### config.mk
export PLATFORM = sky130hd
export DESIGN_NAME = badder_chain_accum
export DESIGN_NICKNAME = d
export VERILOG_FILES = /design/src/rtl/badder_chain_accum_pkg.sv /design/src/rtl/badder_chain_accum_lc_slice.sv /design/src/rtl/badder_chain_accum.sv
export SDC_FILE = /design/constraint.sdc
export NUM_CORES = 1
export LEC_CHECK = 0
export CAP_MARGIN = 30
export CORE_UTILIZATION = 45
export CTS_CLUSTER_SIZE = 20
export DETAILED_ROUTE_END_ITERATION = 8
export HOLD_SLACK_MARGIN = 0.1
export PLACE_DENSITY = 0.8
export SYNTH_ARGS = -nofsm -noshare
export SYNTH_HDL_FRONTEND = slang
export SYNTH_SLANG_ARGS = --single-unit
### constraint.sdc
create_clock -name QCK -period 6.6 [get_ports QCK]
set_clock_uncertainty 0.1 [all_clocks]
set_input_delay 1.32 -clock QCK [delete_from_list [all_inputs] [get_ports QCK]]
set_output_delay 1.32 -clock QCK [all_outputs]
set_load 0.05 [all_outputs]
### src/rtl/badder_chain_accum_pkg.sv
// -----------------------------------------------------------------------------
// badder_chain_accum_pkg
//   Shared definitions for the AP3 logic-cell carry-chain accumulator:
//   D-mux mode encodings and names, and the longest carry chain one column
//   of logic cells can host.
// -----------------------------------------------------------------------------
package badder_chain_accum_pkg;

   // Longest legal carry chain (number of chained slices).
   localparam int LC_MAX_CHAIN = 32;

   // D-mux input selection inside a slice: I0 = adder sum, I1 = load data.
   typedef enum logic {
      DMUX_I0 = 1'b0,
      DMUX_I1 = 1'b1
   } dmux_sel_e;

   // Mode strings as they appear in the architecture description.
   localparam string DMUX_I0_NAME = "I0";
   localparam string DMUX_I1_NAME = "I1";

   // Chain length is legal when it fits into one column of cells.
   function automatic bit chain_width_ok(input int width);
      return (width >= 1) && (width <= LC_MAX_CHAIN);
   endfunction

endpackage

### src/rtl/badder_chain_accum_lc_slice.sv
// -----------------------------------------------------------------------------
// badder_chain_accum_lc_slice
//   One bit of the logic-cell carry chain: full adder, 2:1 D-mux (sum or
//   load bit) and the storage flop.
// Ports
//   QCK  in  clock, rising edge
//   QRT  in  asynchronous active-high reset (flop -> 0)
//   QST  in  synchronous preset to INIT_BIT, overrides QEN and LD
//   QEN  in  clock enable
//   LD   in  select LI instead of the adder sum
//   LI   in  addend / load bit
//   CI   in  carry in from the previous slice
//   FZ   out combinational sum bit
//   CO   out combinational carry to the next slice
//   AQZ  out registered bit
// -----------------------------------------------------------------------------
module badder_chain_accum_lc_slice
   import badder_chain_accum_pkg::*;
#(
   parameter logic INIT_BIT = 1'b0
) (
   input  logic QCK,
   input  logic QRT,
   input  logic QST,
   input  logic QEN,
   input  logic LD,
   input  logic LI,
   input  logic CI,
   output logic FZ,
   output logic CO,
   output logic AQZ
);

   dmux_sel_e dmux_sel;
   logic      d_next;

   // Full adder on the registered bit and the addend.
   assign FZ = AQZ ^ LI ^ CI;
   assign CO = (AQZ & LI) | (CI & (AQZ ^ LI));

   assign dmux_sel = LD ? DMUX_I1 : DMUX_I0;
   assign d_next   = (dmux_sel == DMUX_I1) ? LI : FZ;

   always_ff @(posedge QCK or posedge QRT) begin
      if (QRT) begin
         AQZ <= 1'b0;
      end else if (QST) begin
         AQZ <= INIT_BIT;
      end else if (QEN) begin
         AQZ <= d_next;
      end
   end

endmodule

### src/rtl/badder_chain_accum.sv
// -----------------------------------------------------------------------------
// badder_chain_accum
//   Registered WIDTH-bit accumulator/counter built from chained per-bit
//   adder+FF slices. Carry ripples CI -> slice 0 -> ... -> slice WIDTH-1 -> CO.
//   A sticky OVF flop records any carry-out taken into the register.
// Parameters
//   WIDTH  number of slices (1..LC_MAX_CHAIN)
//   INIT   value loaded by QST
// Ports
//   QCK  in  clock, rising edge
//   QRT  in  asynchronous active-high reset (AQZ=0, OVF=0)
//   QST  in  synchronous preset to INIT, clears OVF; ignores QEN and LD
//   QEN  in  clock enable for AQZ and OVF
//   LD   in  load LI instead of the sum; clears OVF
//   LI   in  addend / load data
//   CI   in  carry into slice 0
//   FZ   out combinational AQZ+LI+CI, low WIDTH bits
//   CO   out combinational carry out of the top slice
//   AQZ  out registered accumulator
//   OVF  out registered sticky carry-out flag
// -----------------------------------------------------------------------------
module badder_chain_accum
   import badder_chain_accum_pkg::*;
#(
   parameter int               WIDTH = 8,
   parameter logic [WIDTH-1:0] INIT  = '0
) (
   input  logic             QCK,
   input  logic             QRT,
   input  logic             QST,
   input  logic             QEN,
   input  logic             LD,
   input  logic [WIDTH-1:0] LI,
   input  logic             CI,
   output logic [WIDTH-1:0] FZ,
   output logic             CO,
   output logic [WIDTH-1:0] AQZ,
   output logic             OVF
);

   if (!chain_width_ok(WIDTH)) begin : g_width_check
      $error("badder_chain_accum: WIDTH=%0d outside 1..%0d", WIDTH, LC_MAX_CHAIN);
   end

   // carry[0] is the chain input, carry[WIDTH] leaves the top slice.
   logic [WIDTH:0] carry;

   assign carry[0] = CI;
   assign CO       = carry[WIDTH];

   for (genvar gi = 0; gi < WIDTH; gi++) begin : g_slice
      badder_chain_accum_lc_slice #(
         .INIT_BIT (INIT[gi])
      ) u_slice (
         .QCK (QCK),
         .QRT (QRT),
         .QST (QST),
         .QEN (QEN),
         .LD  (LD),
         .LI  (LI[gi]),
         .CI  (carry[gi]),
         .FZ  (FZ[gi]),
         .CO  (carry[gi+1]),
         .AQZ (AQZ[gi])
      );
   end

   // Sticky overflow follows the same priority as the slice flops, so it is
   // only set by an edge that actually stores the sum.
   always_ff @(posedge QCK or posedge QRT) begin
      if (QRT) begin
         OVF <= 1'b0;
      end else if (QST) begin
         OVF <= 1'b0;
      end else if (QEN) begin
         if (LD) begin
            OVF <= 1'b0;
         end else begin
            OVF <= OVF | CO;
         end
      end
   end

endmodule

==> results.tsv <==
metric	value	unit
Post-Route Setup TNS	0	ps
worst r2r src	g_slice[0].u_slice.AQZ	
total CTS buffers	3	
hold crit path type	reg -> reg	
register area share after synthesis	24.5	%
Max-Slew Margin vs Limit	52.0	%
Critical Path End	FZ[7]	
crit-path max cell delay	530	ps
Crit Path Max Fanout	2	
Avg Inst Size Synth	9.68	um2
vias per cell	4.82	
clock sinks	9	
reg-to-reg endpoint	g_slice[7].u_slice.AQZ	
top cell type by total area after synthesis	dfrtp_1	
P_sw	129	uW
vias in the first global route	665	
cell family with most CP delay	adder cells	
die height	47.2	um
top_reg_cell synth	dfrtp_1	
Post-Syn Nets	117	
Syn Inst Count	95	
I/O Buffers	31	
Comb pwr share	61.2	%
Tot Pwr	279	uW
Yosys warning count	0	
crit path max-delay cell type	fa_1	
Cells after DPL	132	
final WL	1920	um
Post-synth EDFFs	0	
H-tree levels	1	
Worst-Margin Slew	718	ps
pwr dens	238	nW/um2
Flop pwr share	22.8	%
drt drc	0	
CTS tree	built	
crit-path cells	clkdlybuf4s50_1 > fa_1 > inv_1 > fa_1 > fa_1 > fa_1 > fa_1 > fa_2 > fa_2 > fa_1 > inv_1 > buf_12	
Final GP Congestion	0.806	
Sw Share	46.1	%
R2R depth	11	
synth cell count leaders	24 x inv_1, 16 x buf_4, 9 x dfrtp_1	
I/O pins	32	
FF-to-FF setup slack	2610	ps
final setup fails	0	
Via Count	656	
global-route wire length before repair	2850	um
Reg area	225	um2
power share of the clock group	15.9	%
antenna cells	0	
die width	47.2	um
FP Rows	15	
Int Power	150	uW
first-pass detailed-route iteration total	4	
CORE AREA	1820	um2
min Tclk post-route	6530	ps
Lkg Pwr	0.000524	uW
ANT nets after route	0	
#FFs+latches synth	9	
Total GRT Usage	18.8	%
total global routing overflow	0	
critical path required time	5180	ps
crit start category	input pin	
outcome	finished clean	
largest net degree at the start of global routing	17	
Max Fclk	0.153	GHz
VDD IR max	157	uV
Worst-Skew Late Latency	260	ps
Synth top area share	24.5	%
async set-reset flop share out of synthesis	100	%
CTS root buf	clkbuf_4	
Starting DRT DRC Count	8	
Final Core Density	64.4	%
hpwl dp	1410	um
P&R area growth vs syn	27.5	%
initial antenna violation count	0	
CP Launch Point	LI[0]	
kind of critical path	in -> out	
crit path buf inv count	4	
multi-input logic area	462	um2
largest cells by area after synthesis	dfrtp_1 24%, fa_1 17%, buf_4 13%	
most common cell in the netlist	inv_1	
WL per Instance	14.1	um
Slew Limit Fails	0	
post-synth cell types	19	
overall die area	2230	um2
final hold vios	0	
Max clock buf depth	2	
CP Capture Type	primary output	
Layout Cells excl Fill	136	
Initial Utilization	50.5	%
CP dominant cell by count	fa_1	
Worst-path clk slew	70	ps
critical path depth	12	
Layout fillers	164	
fin crit share	98.9	%
max cap viols	0	
Layout Nets	134	
crit path DAT	5110	ps
share of cells above drive strength 1	16.2	%
Post-Syn Area	920	um2
power by group through the flow:
stage / sequential [uW] / combinational [uW] / clock (uW)
finish: 63.6 / 171 / 44.4
global placement: 64.4 / 166 / 0
CTS: 63.6 / 170 / 46.0
floorplan: 64.7 / 130 / 0
global route: 64.1 / 181 / 48.4
detailed placement: 64.6 / 169 / 0
cell families after synthesis:
group | Yosys count | synth area share (%)
AO/OA/AOI/OAI | 10 | 14.8
adder cells (fa/ha/maj) | 8 | 17.4
buffers and inverters | 43 | 25.9
flip-flops | 9 | 24.5
multiplexers | 1 | 1.09
AND/OR/NAND/NOR | 24 | 16.3
cell type report:
class                   instances  area share (%)
repair buffers                 31            28.8
inverters                      24            7.68
clock buffers                   4            2.24
well taps                      25            2.67
multi-input cells              43            39.4
flip-flops and latches          9            19.2
layer usage:
layer / vias up / routed length [um] / GRT usage (%)
li1: 305 / - / -
met1: 320 / 743 / 24.5
met2: 27 / 1060 / 31.1
met3: 4 / 91 / 3.46
met4: 0 / 24 / 6.86
met5: - / 0 / 0
worst min-delay path by stage:
| stage | start | cells past startpoint | endpoint | slack [ps] |
|---|---|---|---|---|
| global route | OVF | 1 | OVF | 450 |
| CTS | OVF | 1 | OVF | 440 |
| global placement | OVF | 1 | OVF | 390 |
| floorplan | g_slice[1].u_slice.AQZ | 2 | g_slice[1].u_slice.AQZ | 450 |
| detailed placement | OVF | 1 | OVF | 420 |
| finish | OVF | 1 | OVF | 440 |
cell usage in the layout, fill, tap and decap left out, types with 2 or more instances in the layout:
cell type and n:
o32ai_2 5, nor2_1 3, or2_1 2, fa_1 6, and2b_1 4, dfrtp_1 9, clkdlybuf4s50_1 27, inv_1 24
fa_2 2, buf_12 3, nand2b_1 5, nor2b_1 7, nand2_1 2, a311oi_2 2, clkbuf_4 3
repair_timing:
action	CTS	global route
hold buffers	0	0
setup endpoints to repair	0	2
gates resized for setup	0	2
setup buffers	0	0
registers in the layout (all words and copies together), names as in the netlist:
register and count:
g_slice.u_slice.AQZ 8, OVF 1
per-stage QoR:
step	instance area [um2]	hold WS, ps	setup WS, ps
final	1170	436	70.7
after global routing	1170	452	-49.4
after CTS	1170	438	26.7
after detailed placement	1140	422	53.8
after global placement	1140	385	62.3
after floorplan	920	455	666
Power figures use the tool's default switching activity.
